<file path="src/rtl/fft_pkg.sv">
// Shared definitions for the radix-4 FFT datapath.
//   FFT_N / FFT_LANES : frame size and number of parallel lanes
//   FFT_DATA_W        : default sample width
//   fft_sample_t      : signed sample type
//   ser_state_t       : read-side FSM state of the output serializer
//   fft_bin_k()       : maps (lane, beat) to the true bin number k = 4*lane + beat
package fft_pkg;

  localparam int unsigned FFT_N      = 16;
  localparam int unsigned FFT_LANES  = 4;
  localparam int unsigned FFT_DATA_W = 32;

  typedef logic signed [FFT_DATA_W-1:0] fft_sample_t;

  typedef enum logic [0:0] {
    SER_IDLE   = 1'b0,
    SER_STREAM = 1'b1
  } ser_state_t;

  // Digit-reversed radix-4 order: lane is the high digit, beat the low digit.
  function automatic logic [3:0] fft_bin_k(input logic [1:0] lane, input logic [1:0] beat);
    return {lane, beat};
  endfunction

endpackage

</file>
<file path="src/rtl/fft_ser_bank.sv">
// One half of the serializer ping-pong store: 16 x DATA_W register file with a full flag.
// Ports:
//   clk, reset_n      : clock, asynchronous active-low reset (clears the full flag only)
//   wr_en, wr_beat    : write all four lanes of beat wr_beat at slots 4*lane + beat
//   wr_data           : packed lane data, index 0 = lane 0
//   set_full/clr_full : mark the bank full (frame complete) / empty (frame drained)
//   rd_addr, rd_data  : asynchronous read port
//   full              : registered full flag
module fft_ser_bank
  import fft_pkg::*;
#(
  parameter int unsigned DATA_W = FFT_DATA_W
) (
  input  logic                                clk,
  input  logic                                reset_n,
  input  logic                                wr_en,
  input  logic [1:0]                          wr_beat,
  input  logic [FFT_LANES-1:0][DATA_W-1:0]    wr_data,
  input  logic                                set_full,
  input  logic                                clr_full,
  input  logic [3:0]                          rd_addr,
  output logic [DATA_W-1:0]                   rd_data,
  output logic                                full
);

  logic [FFT_N-1:0][DATA_W-1:0] mem_q, mem_d;
  logic                         full_q, full_d;

  always_comb begin
    mem_d = mem_q;
    if (wr_en) begin
      for (int l = 0; l < FFT_LANES; l++) begin
        mem_d[fft_bin_k(2'(l), wr_beat)] = wr_data[l];
      end
    end
  end

  // A bank is only ever set while empty and cleared while full, so the two never collide.
  always_comb begin
    full_d = full_q;
    if (clr_full) full_d = 1'b0;
    if (set_full) full_d = 1'b1;
  end

  // Sample storage needs no reset: the full flag gates every read.
  always_ff @(posedge clk) begin
    mem_q <= mem_d;
  end

  always_ff @(posedge clk or negedge reset_n) begin
    if (!reset_n) begin
      full_q <= 1'b0;
    end else begin
      full_q <= full_d;
    end
  end

  assign rd_data = mem_q[rd_addr];
  assign full    = full_q;

endmodule

</file>
<file path="src/rtl/fft_output_serializer.sv">
// Parallel-to-serial output stage of the 16-point radix-4 FFT.
// Collects four lanes over four beats into a ping-pong pair of banks and streams one bin per
// valid/ready transfer together with its true bin index.
// Ports:
//   clk, reset_n            : clock, asynchronous active-low reset
//   in_0..in_3, in_q_flag   : lane results and beat index of the current group
//   in_valid / in_ready     : input handshake (in_ready combinational from full flags)
//   out_data, out_index     : serial bin value and its bin number k
//   out_valid / out_ready   : output handshake
//   out_last                : 16th bin of the frame
//   frame_err               : one-cycle pulse on a beat-sequence violation
// Build option: FFT_SER_NATURAL_ORDER_EN emits bins in natural order k = 0..15; otherwise
// bins leave in arrival order (beat-major, lane-minor).
module fft_output_serializer
  import fft_pkg::*;
#(
  parameter int unsigned DATA_W = FFT_DATA_W
) (
  input  logic                     clk,
  input  logic                     reset_n,
  input  logic signed [DATA_W-1:0] in_0,
  input  logic signed [DATA_W-1:0] in_1,
  input  logic signed [DATA_W-1:0] in_2,
  input  logic signed [DATA_W-1:0] in_3,
  input  logic        [1:0]        in_q_flag,
  input  logic                     in_valid,
  output logic                     in_ready,
  output logic signed [DATA_W-1:0] out_data,
  output logic        [3:0]        out_index,
  output logic                     out_valid,
  input  logic                     out_ready,
  output logic                     out_last,
  output logic                     frame_err
);

  logic              wr_ptr_q, wr_ptr_d;
  logic              rd_ptr_q, rd_ptr_d;
  logic [1:0]        wq_q, wq_d;
  ser_state_t        state_q, state_d;
  logic [3:0]        rc_q, rc_d;
  logic [DATA_W-1:0] out_data_q, out_data_d;
  logic [3:0]        out_index_q, out_index_d;
  logic              out_valid_q, out_valid_d;
  logic              out_last_q, out_last_d;
  logic              frame_err_q, frame_err_d;

  logic              full_a, full_b;
  logic              wr_full, rd_full, oth_full;
  logic              accept, beat_ok, bank_wr, bank_done;
  logic              free, ld, ld_bank;
  logic [3:0]        ld_rc, ld_slot;
  logic [DATA_W-1:0] rd_a, rd_b, ld_data;

  assign wr_full  = wr_ptr_q ? full_b : full_a;
  assign rd_full  = rd_ptr_q ? full_b : full_a;
  assign oth_full = rd_ptr_q ? full_a : full_b;
  assign in_ready = ~wr_full;

  // Write side
  assign accept    = in_valid & in_ready;
  assign beat_ok   = (in_q_flag == wq_q);
  // An out-of-sequence beat 0 restarts the frame and is kept.
  assign bank_wr   = accept & (beat_ok | (in_q_flag == 2'd0));
  assign bank_done = accept & beat_ok & (wq_q == 2'd3);

  always_comb begin
    wq_d        = wq_q;
    frame_err_d = 1'b0;
    wr_ptr_d    = wr_ptr_q ^ bank_done;
    if (accept) begin
      if (beat_ok) begin
        wq_d = wq_q + 2'd1;
      end else begin
        frame_err_d = 1'b1;
        wq_d        = (in_q_flag == 2'd0) ? 2'd1 : 2'd0;
      end
    end
  end

  // Read side: ld loads the output registers with slot ld_rc of bank ld_bank.
  always_comb begin
    state_d     = state_q;
    rc_d        = rc_q;
    rd_ptr_d    = rd_ptr_q;
    out_valid_d = out_valid_q;
    free        = 1'b0;
    ld          = 1'b0;
    ld_bank     = rd_ptr_q;
    ld_rc       = 4'd0;
    case (state_q)
      SER_IDLE: begin
        if (rd_full) begin
          state_d     = SER_STREAM;
          rc_d        = 4'd0;
          out_valid_d = 1'b1;
          ld          = 1'b1;
        end
      end
      SER_STREAM: begin
        if (out_ready) begin
          if (rc_q == 4'd15) begin
            free     = 1'b1;
            rd_ptr_d = ~rd_ptr_q;
            rc_d     = 4'd0;
            if (oth_full) begin
              ld      = 1'b1;
              ld_bank = ~rd_ptr_q;
            end else begin
              state_d     = SER_IDLE;
              out_valid_d = 1'b0;
            end
          end else begin
            rc_d  = rc_q + 4'd1;
            ld    = 1'b1;
            ld_rc = rc_q + 4'd1;
          end
        end
      end
      default: state_d = SER_IDLE;
    endcase
  end

`ifdef FFT_SER_NATURAL_ORDER_EN
  assign ld_slot = ld_rc;
`else
  // rc counts beat-major: high digit is the beat, low digit the lane.
  assign ld_slot = fft_bin_k(ld_rc[1:0], ld_rc[3:2]);
`endif

  assign ld_data = ld_bank ? rd_b : rd_a;

  always_comb begin
    out_data_d  = ld ? ld_data : out_data_q;
    out_index_d = ld ? ld_slot : out_index_q;
    out_last_d  = ld ? (ld_rc == 4'd15) : (out_last_q & out_valid_d);
  end

  fft_ser_bank #(
    .DATA_W (DATA_W)
  ) u_bank_a (
    .clk      (clk),
    .reset_n  (reset_n),
    .wr_en    (bank_wr & ~wr_ptr_q),
    .wr_beat  (in_q_flag),
    .wr_data  ({in_3, in_2, in_1, in_0}),
    .set_full (bank_done & ~wr_ptr_q),
    .clr_full (free & ~rd_ptr_q),
    .rd_addr  (ld_slot),
    .rd_data  (rd_a),
    .full     (full_a)
  );

  fft_ser_bank #(
    .DATA_W (DATA_W)
  ) u_bank_b (
    .clk      (clk),
    .reset_n  (reset_n),
    .wr_en    (bank_wr & wr_ptr_q),
    .wr_beat  (in_q_flag),
    .wr_data  ({in_3, in_2, in_1, in_0}),
    .set_full (bank_done & wr_ptr_q),
    .clr_full (free & rd_ptr_q),
    .rd_addr  (ld_slot),
    .rd_data  (rd_b),
    .full     (full_b)
  );

  always_ff @(posedge clk or negedge reset_n) begin
    if (!reset_n) begin
      wr_ptr_q    <= 1'b0;
      rd_ptr_q    <= 1'b0;
      wq_q        <= 2'd0;
      state_q     <= SER_IDLE;
      rc_q        <= 4'd0;
      out_data_q  <= '0;
      out_index_q <= 4'd0;
      out_valid_q <= 1'b0;
      out_last_q  <= 1'b0;
      frame_err_q <= 1'b0;
    end else begin
      wr_ptr_q    <= wr_ptr_d;
      rd_ptr_q    <= rd_ptr_d;
      wq_q        <= wq_d;
      state_q     <= state_d;
      rc_q        <= rc_d;
      out_data_q  <= out_data_d;
      out_index_q <= out_index_d;
      out_valid_q <= out_valid_d;
      out_last_q  <= out_last_d;
      frame_err_q <= frame_err_d;
    end
  end

  assign out_data  = out_data_q;
  assign out_index = out_index_q;
  assign out_valid = out_valid_q;
  assign out_last  = out_last_q;
  assign frame_err = frame_err_q;

endmodule
</file>
<file path="config.mk">
export PLATFORM = sky130hd
export DESIGN_NAME = fft_output_serializer
export DESIGN_NICKNAME = d
export VERILOG_FILES = /design/src/rtl/fft_pkg.sv /design/src/rtl/fft_ser_bank.sv /design/src/rtl/fft_output_serializer.sv
export SDC_FILE = /design/constraint.sdc
export NUM_CORES = 1
export LEC_CHECK = 0
export BUFFER_PORTS_ARGS = -buffer_cell sky130_fd_sc_hd__buf_2
export CAP_MARGIN = 20
export CORE_MARGIN = 5
export CORE_UTILIZATION = 40
export DETAILED_ROUTE_END_ITERATION = 10
export PLACE_DENSITY = 0.54
export SYNTH_ARGS = -nofsm -noshare
export SYNTH_HDL_FRONTEND = slang
export SYNTH_SLANG_ARGS = --single-unit
</file>
<file path="constraint.sdc">
create_clock -name clk -period 26.4 [get_ports clk]
set_input_delay 7.92 -clock clk [delete_from_list [all_inputs] [get_ports clk]]
set_output_delay 7.92 -clock clk [all_outputs]
set_load 0.01 [all_outputs]
</file>
==> results.toml, run 1 <==
[run_status]
status = "completed"

[floorplan]
fp-row-count = 119
initial_core_util_pct = 40.2
coreArea_sq_um = 105000
ioPinCount = 174
die-width_microns = 335
die_h_microns = 335
dieArea_sq_um = 112000

[power]
p_leak_uw = 0.0163
max-vdd-ir-drop_mv = 0.0540
power-per-cell-area_nw_per_um2 = 77.4
p_total_uw = 3740

[placement]
dp_cells = 4236
dpl.hpwl_microns = 75300
gp_congestion = 0.821
io_buffers = 173

[synth]
synth.avg_cell_area_sq_um = 15.1
syn_area_sq_um = 42300
synth_async_sr_flop_share_pct = 4.66
synth_fp_nets = 2940
yosys_most_used_dff = "edfxtp_1"
yosysSeqAreaShare_pct = 75.6
syn_inst = 2802
ys_ff_latch = 1074
yosysUniqueCellTypes = 72
synth-edff-count = 1024
yosysWarningCount = 0

[sta]
rsz0062_at_grt = "false"
finalHoldViolCount = 0
fmax_mhz = 88.7
tightest_slew_ns = 1.17
period_needed_ns = 11.28
maxSlewHeadroom_pct = 21.8
period_share_pct = 42.7
tns_ns = 0
setup-violations-final = 0
whs_ns = 0.482
slew_viol_final = 0
clock_skew_ns = 0.0346

[final_layout]
finalNetCount = 3095
final_common_cell = "edfxtp_1"
utilization_pct = 45.9
fin_cells = 4457
area_delta_synth_final_pct = 14.1
num-fill-cells = 9200
final_cell_mix = "edfxtp_1, nand2_1, nand3_1"
drive_above_1_share_pct = 16.2

[clock_tree]
clk_latency_ns = 0.70
hold_buffers = 0
cts_tree = "built"
cts_setup_buffers = 0
cts-root-buf = "clkbuf_16"
cts_buffers = 110
ctsResizeCount = 0
htreeDepth = 3
clk_pin_slew_worst_paths_ns = 0.06
cts_buffer_depth = 3
cts.sinks = 1074

[critical_path]
cp_common_cell = "buf_4"
cp.required_ns = 26.69
crit_slowest_cell = "buf_4"
crit_type = "primary input to flop"
critPathBufInv = 4
cp_cell_sequence = "buf_2, buf_4, nor2b_2, nand3b_1, nor2_4, buf_4, buf_4"
cp.arrival_ns = 11.57
cp_slowest_stage_delay_ns = 0.87
path_delay_family = "buffers and inverters"
crit_fanout = 57
end_kind = "flop"
critPathLaunchType = "primary input"

[global_route]
overflow = 0
grt_pass1_vias = 26300
met3_usage_pct = 4.61
grt_max_degree = 163
grt_pass1_wl_microns = 188000
gr-usage-met2_pct = 37.6
antenna_found_initial = 25
busiest_layer = "met2"
met1_usage_pct = 31.1
grt_usage_pct = 22.8

[drt]
dr.pass1.iters = 5
drc_errors = 0
drtIter0Drc = 3030
vias = 26400
post_drt_wl_per_cell_microns = 29.5
antenna_left = 0
viasPerCell = 5.91
totalWireLength_microns = 131000

[min_path]
hold_path_class = "flop to flop"

[run]
maxCapViolCount = 0
## cells by family (layout without fill, tap and decap cells)
| kind of cell | count (synthesis) | after routing | synth area share, % |
|---|---|---|---|
| xor+xnor | 5 | 5 | 0.139 |
| mux | 92 | 92 | 2.77 |
| other cells | 0 | 17 | 0 |
| flops | 1074 | 1074 | 75.6 |
| fa+ha+maj | 4 | 4 | 0.118 |
| buf+inv | 203 | 450 | 2.23 |
| compound gates | 541 | 541 | 9.34 |
| simple gates | 883 | 883 | 9.81 |
## worst min-delay path, cell delays in order, from the launching register on
cell and delay [ns]:
dfrtp_1 0.34, nand2_1 0.05, nand2_1 0.06
## cells in the mapped netlist, types with 32 or more instances
cell type,instances,area share (%)
mux2i_1,43,1.0
edfxtp_1,1024,73
mux2_2,32,0.85
and2_1,99,1.5
and3_1,66,0.98
o221ai_1,44,0.91
nand3_1,199,2.4
buf_2,54,0.64
a221oi_1,76,1.6
clkbuf_1,100,0.89
o21ai_0,38,0.45
nand2_1,421,3.7
a21oi_1,106,1.3
nor2_1,36,0.32
dfrtp_1,50,3.0
a31oi_1,78,1.2
## flip-flops by register name (all words and copies together), names as in the netlist
| name | cells |
|---|---|
| out_valid | 1 |
| out_data | 32 |
| state_q | 1 |
| wr_ptr_q | 1 |
| out_index | 4 |
| out_last | 1 |
| u_bank_a.mem_q | 512 |
| wq_q | 2 |
| u_bank_b.mem_q | 512 |
| rc_q | 4 |
| rd_ptr_q | 1 |
| u_bank_b.full | 1 |
| frame_err | 1 |
| u_bank_a.full | 1 |
## metrics by stage
step	instance area [sq um]	setup WS, ns
after floorplan	42300	5.15
after global placement	44800	14.42
after detailed placement	44800	14.41
after CTS	48300	15.15
after global routing	48300	15.04
final	48300	15.12
## power breakdown
part	total [uW]	switching (uW)	leakage [uW]	internal, uW
clock network	1490	643	0.00170	850
logic	294	213	0.00468	81.3
registers	1950	32.4	0.00996	1920
total	3740	888	0.0163	2850
## cell type report
cell class	count	area, sq um	area share, %
antenna	17	42.5	0.0881
clock buffer	161	3130	6.47
clock inverter	43	342	0.707
inverter	7	26.3	0.0544
multi-input combinational	1525	9610	19.9
sequential	1074	32000	66.2
tap	1391	1740	3.60
timing repair buffer	239	1420	2.94
## layer usage
metal,routed length [microns],vias up
met2,64000,1050
li1,-,11400
met1,54200,13700
met4,3200,8
met5,48,-
met3,9850,203
## final timing paths
kind	slack (ns)	cells past startpoint	to	from
setup reg to reg	21.76	10	out_data[18]$_DFFE_PN0N_	rc_q[1]$_DFFE_PN0P_
min in group asynchronous	7.19	1	out_data[20]$_DFFE_PN0N_	reset_n
hold / removal	0.48	2	out_index[0]$_DFFE_PN0N_	out_index[0]$_DFFE_PN0N_
hold reg to reg	0.48	2	out_index[0]$_DFFE_PN0N_	out_index[0]$_DFFE_PN0N_
max in group asynchronous	18.12	2	rc_q[0]$_DFFE_PN0P_	reset_n
setup / recovery	15.12	7	u_bank_b.mem_q[62]$_DFFE_PP_	in_q_flag[0]
Note: power is estimated with default switching activity, not from simulation.
==> run 2: changes to the inputs <==
--- a/config.mk
+++ b/config.mk
@@ -5,6 +5,7 @@
 export SDC_FILE = /design/constraint.sdc
 export NUM_CORES = 1
 export LEC_CHECK = 0
+export ABC_AREA = 1
 export BUFFER_PORTS_ARGS = -buffer_cell sky130_fd_sc_hd__buf_2
 export CAP_MARGIN = 20
 export CORE_MARGIN = 5
==> constraint.sdc (replaced) <==
create_clock -name clk -period 10.6 [get_ports clk]
set_input_delay 3.18 -clock clk [delete_from_list [all_inputs] [get_ports clk]]
set_output_delay 3.18 -clock clk [all_outputs]
set_load 0.01 [all_outputs]
==> run 2 against run 1 <==
Compared with the run above: final area increased by 5.3%; critical path depth is 7 higher; core utilization fell by 0.68 points; flip-flop and latch count unchanged; non-clock buffer count is 27 lower; combinational power grew to 11 times the previous value.
==> results.toml, run 2 <==
[drt]
dr.pass1.iters = 6
antenna_left = 0
viasPerCell = 5.55
totalWireLength_microns = 141000
drc_errors = 0
wl_met1_microns = 62700
dr_wl_met3_microns = 10700
post_drt_wl_per_cell_microns = 25.0
wl_met2_microns = 65100
top_layer = "met5"
drtIter0Drc = 3106
vias = 31400

[placement]
dpl.hpwl_microns = 72700
postPlaceCellArea_sq_um = 47300
io_buffers = 173
gp_congestion = 0.758

[sta]
tightest_slew_ns = 1.36
maxSlewHeadroom_pct = 9.20
fmax_mhz = 164
whs_ns = 0.488
clock_skew_ns = 0.0308
finalHoldViolCount = 0
rsz0062_at_grt = "false"
setup-violations-final = 0
period_share_pct = 57.4
period_needed_ns = 6.09
tns_ns = 0
slew_viol_final = 0

[global_route]
overflow = 0
grt_usage_pct = 22.8
grt_pass1_wl_microns = 206000
antenna_found_initial = 32
grt_max_degree = 196
grt_pass1_vias = 29500

[synth]
yosysUniqueCellTypes = 28
yosysWarningCount = 0
syn_inst = 4006
synth_async_sr_flop_share_pct = 4.66
synth_fp_nets = 4144
yosysTopAreaCellShare_pct = 67.9
yosys_most_used_dff = "edfxtp_1"
syn_area_sq_um = 45300
yosysTopAreaCell = "edfxtp_1"
ys_ff_latch = 1074
synth_common_cells = "nand3_1, edfxtp_1, nand2_1, inv_1, nor2_1"
synth.avg_cell_area_sq_um = 11.3
yosysSeqAreaShare_pct = 70.7
synth-edff-count = 1024
synth_area_leaders = "edfxtp_1, nand3_1, nand2_1"
synthMostInstantiatedCell = "nand3_1"

[floorplan]
initial_core_util_pct = 40.2
dieArea_sq_um = 120000
coreArea_sq_um = 112000
die_h_microns = 346
die-width_microns = 346
fp-row-count = 123
ioPinCount = 174

[critical_path]
crit_slowest_cell = "buf_4"
critPathBufInv = 4
critPathLaunchType = "primary input"
ff2ff_setup_slack_ns = 6.14
cp_slowest_stage_delay_ns = 0.80
crit_type = "primary input to flop"
cp.required_ns = 11.18
cp_common_cell = "nand2_1"
path_delay_family = "simple AND/OR/NAND/NOR gates"
cp_cell_sequence = "buf_2, nand2_2, inv_2, nand2_2, nor2_4, buf_12, buf_4, nand2_1, nand3_1, nand3_1, nand3_1, nand2_1, nand2_1, nand2_1"
crit_fanout = 152
cp.arrival_ns = 6.67
end_kind = "flop"

[clock_tree]
cts.sinks = 1074
htreeDepth = 3
ctsResizeCount = 0
cts-root-buf = "clkbuf_16"
hold_buffers = 0
clk_latency_ns = 0.71
cts_setup_buffers = 0
cts_tree = "built"
cts_buffer_depth = 3
clk_pin_slew_worst_paths_ns = 0.06
cts_buffers = 113

[final_layout]
final_cell_mix = "nand3_1, edfxtp_1, nand2_1"
area_delta_synth_final_pct = 12.4
finalInstanceArea_sq_um = 50900
drive_above_1_share_pct = 9.67
final_common_cell = "nand3_1"
num-fill-cells = 10300
finalNetCount = 4179

[power]
max-vdd-ir-drop_mv = 0.251
p_leak_uw = 0.0192
power-per-cell-area_nw_per_um2 = 233

[min_path]
hold_path_class = "flop to flop"

[run]
maxCapViolCount = 0

[run_status]
status = "completed"
## run 2: final timing paths
kind                                     startpoint                  endpoint  cells after the start
min reg2reg                out_data[30]$_DFFE_PN0N_  out_data[30]$_DFFE_PN0N_                      2
max                                       out_ready  out_data[16]$_DFFE_PN0N_                     14
max reg2reg                     rc_q[0]$_DFFE_PN0P_  out_data[16]$_DFFE_PN0N_                     13
min                        out_data[30]$_DFFE_PN0N_  out_data[30]$_DFFE_PN0N_                      2
min in group asynchronous                   reset_n       wq_q[1]$_DFFE_PN0P_                      1
max in group asynchronous                   reset_n  out_data[21]$_DFFE_PN0N_                      1
## run 2: where the power goes
| group | internal (uW) | total (uW) | switching [uW] |
|---|---|---|---|
| clock network | 2130 | 3790 | 1660 |
| registers | 4820 | 4960 | 146 |
| logic | 799 | 3120 | 2320 |
## run 2: logic make-up after synthesis
kind of cell,Yosys count,synth area share [%]
simple gates,2402,24.2
flops,1074,70.7
buf+inv,509,4.81
compound gates,16,0.199
fa+ha+maj,4,0.111
xor+xnor,1,0.0194
## run 2: area by class of cell
cell class | count | area (sq um) | area share, %
flip-flops and latches | 1074 | 32000 | 62.9
multi-input cells | 2423 | 11200 | 22.1
clock buffers | 144 | 3000 | 5.91
well taps | 1500 | 1880 | 3.69
repair buffers | 212 | 1390 | 2.73
inverters | 217 | 820 | 1.61
clock inverters | 68 | 528 | 1.04
diodes | 7 | 17.5 | 0.0344
## run 2: layer usage
layer,global-route usage (%),vias up
met5,0,-
met4,4.73,14
met3,4.14,221
met2,35.9,1155
met1,33.4,15800
li1,-,14200
## run 2: metrics by stage
stage | power (uW) | utilization (%) | worst slack, ns | std cells
detailed placement | 8150 | 42.1 | 3.88 | 5426
finish | 11900 | 45.2 | 4.51 | 5645
global route | 12400 | 45.2 | 4.42 | 5639
global placement | 8130 | 42.0 | 3.88 | 5424
floorplan | 6930 | - | 0.922 | 4006
CTS | 11900 | 45.2 | 4.61 | 5638
## run 2: worst reg2reg max path: cells and delay by family (launching register included)
| kind | cells | cell delay, ns |
|---|---|---|
| DFF | 1 | 0.45 |
| buffers and inverters | 2 | 1.58 |
| adders and majority gates | 1 | 0.33 |
| and+or+nand+nor | 10 | 1.97 |
